File: src/rtl/jstk_spi_responder_if.sv
// Pin-level SPI link between the joystick master and the PmodJSTK responder.
interface jstk_spi_responder_if;
    logic ss;
    logic sclk;
    logic mosi;
    logic miso;

    modport master (output ss, output sclk, output mosi, input miso);
    modport slave  (input ss, input sclk, input mosi, output miso);
endinterface

File: src/rtl/jstk_spi_responder.sv
// PmodJSTK-side SPI responder: serves a 5-byte position/button frame on MISO and captures
// the LED command byte. All pins are oversampled in the clk domain; no SCLK-clocked logic.
module jstk_spi_responder #(
    parameter int unsigned SYNC_STAGES = 2
) (
    input  logic                        clk,
    input  logic                        rst,
    jstk_spi_responder_if.slave         spi,
    input  logic [9:0]                  x_pos,
    input  logic [9:0]                  y_pos,
    input  logic [2:0]                  btn,
    output logic [1:0]                  led,
    output logic                        frame_done,
    output logic                        frame_err
);

    localparam int unsigned NS = (SYNC_STAGES < 2) ? 2 : SYNC_STAGES;

    typedef enum logic [1:0] {StIdle, StActive, StOverrun} state_e;

    logic [NS-1:0] ss_sync, sclk_sync, mosi_sync, vld_sync;
    logic          ss_d1, sclk_d1;
    logic          ss_s, sclk_s, mosi_s;
    logic          ss_fall, ss_rise, sclk_rise, sclk_fall;

    state_e        state_q, state_d;
    logic [5:0]    cnt_q, cnt_d;
    logic [39:0]   tx_q, tx_d;
    logic [7:0]    rx_q, rx_d;
    logic          miso_q, miso_d;
    logic [1:0]    led_q, led_d;
    logic          done_q, done_d;
    logic          err_q, err_d;
    logic          armed_q, armed_d;

    always_ff @(posedge clk) begin
        if (rst) begin
            ss_sync   <= '1;
            sclk_sync <= '0;
            mosi_sync <= '0;
            vld_sync  <= '0;
            ss_d1     <= 1'b1;
            sclk_d1   <= 1'b0;
        end else begin
            ss_sync   <= {ss_sync[NS-2:0], spi.ss};
            sclk_sync <= {sclk_sync[NS-2:0], spi.sclk};
            mosi_sync <= {mosi_sync[NS-2:0], spi.mosi};
            vld_sync  <= {vld_sync[NS-2:0], 1'b1};
            ss_d1     <= ss_s;
            sclk_d1   <= sclk_s;
        end
    end

    assign ss_s      = ss_sync[NS-1];
    assign sclk_s    = sclk_sync[NS-1];
    assign mosi_s    = mosi_sync[NS-1];
    assign ss_fall   = ss_d1 & ~ss_s;
    assign ss_rise   = ~ss_d1 & ss_s;
    assign sclk_rise = ~sclk_d1 & sclk_s;
    assign sclk_fall = sclk_d1 & ~sclk_s;

    // Only arm once a genuinely sampled high SS has reached ss_s, so a pin that is
    // already low when reset releases never starts a frame mid-way.
    assign armed_d = armed_q | (vld_sync[NS-1] & ss_s);

    always_comb begin
        state_d = state_q;
        cnt_d   = cnt_q;
        tx_d    = tx_q;
        rx_d    = rx_q;
        miso_d  = miso_q;
        led_d   = led_q;
        done_d  = 1'b0;
        err_d   = 1'b0;
        case (state_q)
            StIdle: begin
                miso_d = 1'b0;
                if (armed_q && ss_fall) begin
                    tx_d    = {x_pos[7:0], 6'b0, x_pos[9:8], y_pos[7:0], 6'b0, y_pos[9:8],
                               5'b0, btn};
                    miso_d  = x_pos[7];
                    cnt_d   = 6'd0;
                    rx_d    = 8'd0;
                    state_d = StActive;
                end
            end
            StActive, StOverrun: begin
                if (ss_rise) begin
                    if (cnt_q == 6'd40) begin
                        done_d = 1'b1;
                        if (rx_q[7:2] == 6'b100000) led_d = rx_q[1:0];
                    end else begin
                        err_d = 1'b1;
                    end
                    miso_d  = 1'b0;
                    state_d = StIdle;
                end else if (state_q == StOverrun) begin
                    miso_d = 1'b0;
                end else if (sclk_rise) begin
                    if (cnt_q < 6'd8) rx_d = {rx_q[6:0], mosi_s};
                    cnt_d = cnt_q + 6'd1;
                    if (cnt_q == 6'd39) begin
                        miso_d  = 1'b0;
                        state_d = StOverrun;
                    end
                end else if (sclk_fall) begin
                    tx_d   = {tx_q[38:0], 1'b0};
                    miso_d = tx_q[38];
                end
            end
            default: state_d = StIdle;
        endcase
    end

    always_ff @(posedge clk) begin
        if (rst) begin
            state_q <= StIdle;
            cnt_q   <= 6'd0;
            tx_q    <= 40'd0;
            rx_q    <= 8'd0;
            miso_q  <= 1'b0;
            led_q   <= 2'b00;
            done_q  <= 1'b0;
            err_q   <= 1'b0;
            armed_q <= 1'b0;
        end else begin
            state_q <= state_d;
            cnt_q   <= cnt_d;
            tx_q    <= tx_d;
            rx_q    <= rx_d;
            miso_q  <= miso_d;
            led_q   <= led_d;
            done_q  <= done_d;
            err_q   <= err_d;
            armed_q <= armed_d;
        end
    end

    assign spi.miso   = miso_q;
    assign led        = led_q;
    assign frame_done = done_q;
    assign frame_err  = err_q;

endmodule

File: src/flat_wrapper.sv
// flat-port wrapper written by rule: the top's interface ports become plain ports
module jstk_spi_responder_flat 
#(
    parameter int unsigned SYNC_STAGES = 2
)
  (clk, rst, x_pos, y_pos, btn, led, frame_done, frame_err, spi_ss, spi_sclk, spi_mosi, spi_miso);
  jstk_spi_responder_if spi_i ();
  input  logic clk;
  input  logic rst;
  input  logic [9:0] x_pos;
  input  logic [9:0] y_pos;
  input  logic [2:0] btn;
  output logic [1:0] led;
  output logic frame_done;
  output logic frame_err;
  input wire logic [$bits(spi_i.ss)-1:0] spi_ss;
  input wire logic [$bits(spi_i.sclk)-1:0] spi_sclk;
  input wire logic [$bits(spi_i.mosi)-1:0] spi_mosi;
  output wire logic [$bits(spi_i.miso)-1:0] spi_miso;
  assign spi_i.ss = spi_ss;
  assign spi_i.sclk = spi_sclk;
  assign spi_i.mosi = spi_mosi;
  assign spi_miso = spi_i.miso;
  jstk_spi_responder #(.SYNC_STAGES(SYNC_STAGES)) u_core (.clk(clk), .rst(rst), .spi(spi_i), .x_pos(x_pos), .y_pos(y_pos), .btn(btn), .led(led), .frame_done(frame_done), .frame_err(frame_err));
endmodule
File: config.mk
export PLATFORM = sky130hd
export DESIGN_NAME = jstk_spi_responder_flat
export DESIGN_NICKNAME = d
export VERILOG_FILES = /design/src/rtl/jstk_spi_responder_if.sv /design/src/rtl/jstk_spi_responder.sv /design/src/flat_wrapper.sv
export SDC_FILE = /design/constraint.sdc
export NUM_CORES = 1
export LEC_CHECK = 0
export ABC_CLOCK_PERIOD_IN_PS = 2920
export CORE_ASPECT_RATIO = 0.7
export CORE_MARGIN = 1.5
export CORE_UTILIZATION = 25
export CTS_BUF_LIST = sky130_fd_sc_hd__clkbuf_16
export CTS_CLUSTER_SIZE = 24
export DETAILED_ROUTE_END_ITERATION = 10
export PLACE_DENSITY = 0.46
export SLEW_MARGIN = 40
export SYNTH_ARGS = -nofsm -noshare
export SYNTH_HDL_FRONTEND = slang
export SYNTH_SLANG_ARGS = --single-unit
File: constraint.sdc
create_clock -name clk -period 2.92 [get_ports clk]
set_input_delay 0.876 -clock clk [delete_from_list [all_inputs] [get_ports clk]]
set_output_delay 0.876 -clock clk [all_outputs]
set_load 0.1 [all_outputs]
-- Yosys cells after proc, flatten, opt, wreduce, memory -nomap -nowiden
Index checks and enable logic that the tools add are counted.
- word-level logic and storage cells: 91
- memory bits (read-only): 0
- input port bits: 28
- latch bits: 0
- memories: 0
- register bits: 71
- RAM bits: 0
- output and inout port bits: 5
- divide/modulo/power cells: 0
- bitwise gates (word level): 12
- $add $sub $neg: 1
- order comparisons: 1
- reduce and logical (&&, ||, !) cells: 11
- $mul: 0
- shifts and indexed selects: 0
- multiplexer cells: 33
- equal/unequal tests: 17
- operators by type and width (cell ; count):
    39-bit 2-to-1 mux ; 5
    39-bit case mux with 2 select lines ; 1
    8-bit 2-to-1 mux ; 5
    6-bit 2-to-1 mux ; 4
    6-bit equality test, second input constant ; 3
    8-bit case mux with 2 select lines ; 1
    6-bit case mux with 2 select lines ; 1
    6-bit AND reduction ; 2
    2-bit 2-to-1 mux ; 5
    1-bit 2-to-1 mux ; 9
    2-bit by 1-bit != test with 1-bit output, second input constant ; 4
    4-bit AND reduction ; 2
    6-bit by 1-bit adder with 6-bit output, second input constant ; 1
    6-bit by 4-bit < comparator with 1-bit output, second input constant ; 1
    2-bit != test, second input constant ; 3
    3-bit by 1-bit != test with 1-bit output, second input constant ; 2
    1-bit inverter ; 6
    1-bit bitwise AND ; 5
    5-bit by 1-bit != test with 1-bit output, second input constant ; 1
    5-bit by 4-bit != test with 1-bit output, second input constant ; 1
    5-bit AND reduction ; 1
    2-bit case mux with 2 select lines ; 1
    3-bit by 2-bit != test with 1-bit output, second input constant ; 1
    3-bit AND reduction ; 1
    9 further kinds ; 9

-- Logic depth before layout (Yosys ltp)
- depth in word-level cells: 7
- mapped depth: 10

-- Least setup slack after synthesis
Ideal clock, no wire load.
- path type: register to register
- start: register u_core.state_q[0]
- end: register u_core.cnt_q[5]
- buffers on the path: 1
- slack: 0.894 ns
- arrival time: 1.955 ns
- setup time: 0.070 ns
- cell stages (with the launch flop): 9
- period minus slack after synthesis: 2.026 ns
- path through: dfxtp_1 -> inv_1 -> ha_1 -> buf_6 -> nor2b_1 -> o22ai_2 -> nand4b_1 -> or4_1 -> a21oi_1
- longest elaborated chain between the ends: 4
- elaborated cells on any way between the ends: 11
- ends and longest elaborated chain (element ; RTL line ; RTL):
    start: declaration ; jstk_spi_responder.sv:26 ; state_e state_q, state_d;
    start signal: assignment ; jstk_spi_responder.sv:117 ; state_q <= StIdle;
    start signal: assignment ; jstk_spi_responder.sv:127 ; state_q <= state_d;
    2-bit by 1-bit equality test with 1-bit output / 2-bit equality test (equally long branches) ; jstk_spi_responder.sv:75, jstk_spi_responder.sv:97 ;
    2-bit OR reduction ; jstk_spi_responder.sv:75 ; case (state_q)
    2-bit != test (no line), or another cell as far along ; n/a ;
    5-bit AND reduction (no line) ; n/a ;
    end signal: assignment ; jstk_spi_responder.sv:128 ; cnt_q <= cnt_d;
    end: declaration ; jstk_spi_responder.sv:27 ; logic [5:0] cnt_q, cnt_d;
Several ways; a longest one is shown, not always the timed one.
A chain may end at the register's enable or synchronous reset.

-- Worst setup path after layout
- start: register u_core.state_q[1]
- end: register u_core.tx_q[32]
- longest elaborated chain between the ends: 4
- elaborated cells on any way between the ends: 12
- ends and longest elaborated chain (element ; RTL line ; RTL):
    2-bit by 1-bit equality test with 1-bit output / 2-bit equality test (equally long branches) ; jstk_spi_responder.sv:75, jstk_spi_responder.sv:97 ;
    2-bit OR reduction ; jstk_spi_responder.sv:75 ;
    2-bit != test (no line), or another cell as far along ; n/a ;
    6-bit AND reduction (no line) ; n/a ;
    end signal: assignment ; jstk_spi_responder.sv:129 ; tx_q <= tx_d;
    end: declaration ; jstk_spi_responder.sv:28 ; logic [39:0] tx_q, tx_d;
Several ways; a longest one is shown, not always the timed one.

==> flow_summary.yaml <==
run_status:
  outcome: "finished, final reports clean"
worst_hold_path:
  hp-class: "register to register"
timing:
  hold_viol_final: 0
  period_needed_ns: 2.39
  period_share_pct: 81.7
  setup_viol_count_final: 0
  finalSetupTns_ns: 0
  max_freq_mhz: 419
  slew_headroom_pct: 55.6
  drv_slew: 0
  tightest_slew_ns: 0.657
  rsz0062_at_grt: "false"
  skew_ns: 0.00691
detailed_routing:
  vias: 2425
  postRouteAntennaNets: 0
  wirelength_mm: 6.67
  first_iter_violations: 146
  vias_per_cell: 4.50
  drc: 0
  first_pass_iters: 4
  wl_per_cell_um: 12.4
pwr:
  seqPwrFrac_pct: 43.7
  swShare_pct: 21.6
  p_switching_uw: 495
  power_frac_comb_pct: 6.0
  p_clk_share_pct: 50.3
  leakagePower_nw: 1.23
  power_density_nw_per_um2: 598
  internal-power_mw: 1.80
  ir_drop_mv: 0.270
place:
  port_buffers: 32
  placed_area_um2: 3520
  dpl.cell_count: 523
  dpl.hpwl_mm: 4.28
  routabilityCongestion: 0.777
clocking:
  clkLatencyLatePin_ns: 0.33
  cts_num_sinks: 71
  htreeDepth: 3
  clockBufferDepth: 2
  cts_root_buffer: "clkbuf_16"
  cts_buffers: 9
  cts.repair.resized: 0
  cts_hold_buffers: 0
  tritoncts: "done"
  post-cts-setup-buffers: 0
  cts.clk_slew.worst_paths_ns: 0.06
critical_path:
  critPathTopFamily: "buffers and inverters"
  worstPathCellList: "inv_1 -> ha_2 -> buf_4 -> a21oi_1 -> and3b_2 -> buf_12 -> a211oi_1"
  crit_type: "register to register"
  critPathBufInv: 3
  critPathArrivalTime_ns: 2.62
  critical_path.startpoint_type: "register"
  crit_fanout: 60
  endpoint_kind: "register"
  required_ns: 3.16
  slowest_delay_ns: 0.48
  crit_path_top_delay_cell: "ha_2"
global_routing:
  grt_pass1_wl_mm: 11.2
  grt_pass1_vias: 2299
  antenna_found_initial: 0
  grt_overflow: 0
  grt_start_max_net_pins: 61
  grt_usage_pct: 11.3
floorplanning:
  die_area_um2: 13000
  die_x_um: 136
  die_h_um: 95.8
  ios: 33
  initial_core_util_pct: 26.0
  coreArea_um2: 11900
  row_count: 33
logic_synthesis:
  synth_edf_count: 0
  syn-cell-area_um2: 3080
  syn-mean-instance-area_um2: 8.71
  synthCells: 353
  ys_seq_area_share_pct: 46.2
  synthFlopType: "dfxtp_1"
  ys_async_sr_fraction_pct: 0
  ys_seq_elements: 71
  syn_nets: 391
  ys_types: 37
  synth_warnings: 0
layout:
  mostFrequentLayoutCells: "71 x dfxtp_1, 45 x nand2_1, 35 x a21oi_1, 28 x nor2_1, 26 x clkdlybuf4s50_1"
  final_common_cell: "dfxtp_1"
  area_growth_pct: 24.8
  stdcell_area_um2: 3840
  drive_gt1_share_pct: 10.5
  antenna_cells: 0
  finalNonFillerCells: 539
  fillers: 1231
  final_nets: 415
run:
  drv_cap: 0
sequential cells by signal (all words and copies together) (netlist names):
signal	cells
u_core.armed_q	1
u_core.sclk_sync	2
u_core.ss_d1	1
u_core.ss_sync	2
u_core.spi.miso	1
u_core.tx_q	39
u_core.led	2
u_core.sclk_d1	1
u_core.frame_done	1
u_core.rx_q	8
u_core.frame_err	1
u_core.mosi_sync	2
u_core.cnt_q	6
u_core.vld_sync	2
u_core.state_q	2
path summary, 6_finish.rpt:
kind                                                     start                       endpoint  slack [ns]  cells after the start
worst max register to register  u_core.state_q[1]$_SDFFE_PP0P_   u_core.tx_q[32]$_SDFFE_PP0P_        0.53                      7
worst max-delay path            u_core.state_q[1]$_SDFFE_PP0P_   u_core.tx_q[32]$_SDFFE_PP0P_        0.53                      7
worst min-delay path                u_core.vld_sync[0]$_DFF_P_  u_core.vld_sync[1]$_SDFF_PP0_        0.43                      1
worst min register to register      u_core.vld_sync[0]$_DFF_P_  u_core.vld_sync[1]$_SDFF_PP0_        0.43                      1
per-layer routing:
layer | vias to the layer above | wire, um | GRT usage, % | share of wire, %
li1 | 1279 | - | - | -
met1 | 1094 | 3630 | 15.8 | 54
met2 | 45 | 2560 | 15.1 | 38
met3 | 7 | 399 | 4.69 | 6.0
met4 | 0 | 78 | 4.30 | 1.2
met5 | - | 0 | 0 | 0
layout make-up:
cell class	instances	area, um^2	share of cell area [%]
clock buffer	9	225	5.87
clock inverter	7	87.6	2.28
inverter	10	37.5	0.978
multi-input combinational	248	1520	39.5
sequential	71	1420	37.0
tap	157	196	5.12
timing repair buffer	37	353	9.19
cell families after synthesis:
group | synth area share [%]
simple gates | 22.7
compound gates | 14.7
flops | 46.2
buf+inv | 4.80
mux | 7.49
fa+ha+maj | 4.07
metrics by stage:
step	utilization (%)	power, mW	setup WS [ns]	hold slack (ns)
floorplan	-	1.10	0.894	0.389
global placement	29.7	1.16	0.529	0.422
detailed placement	29.7	1.16	0.541	0.425
CTS	32.4	2.33	0.532	0.434
global route	32.4	2.41	0.323	0.442
finish	32.4	2.29	0.534	0.432
power by group through the flow:
stage / Clock, mW / Sequential, mW / Combinational [mW]
after detailed placement: 0 / 1.02 / 0.140
after floorplan: 0 / 1.02 / 0.0813
after global placement: 0 / 1.02 / 0.138
after global routing: 1.25 / 1.00 / 0.153
final: 1.15 / 1.00 / 0.137
after CTS: 1.19 / 1.00 / 0.140
cells in the mapped netlist (all sizes together), types with 8 or more instances:
master,number,area (um^2)
a211oi,23,173
nor2b,8,50.1
nor2,28,105
inv,10,37.5
ha,10,125
nand3,21,105
mux2i,23,230
dfxtp,71,1420
a21oi,35,175
clkbuf,11,41.3
nand2,45,169
or2,12,75.1
buf,13,68.8
Note: power is estimated with default switching activity, not from simulation.
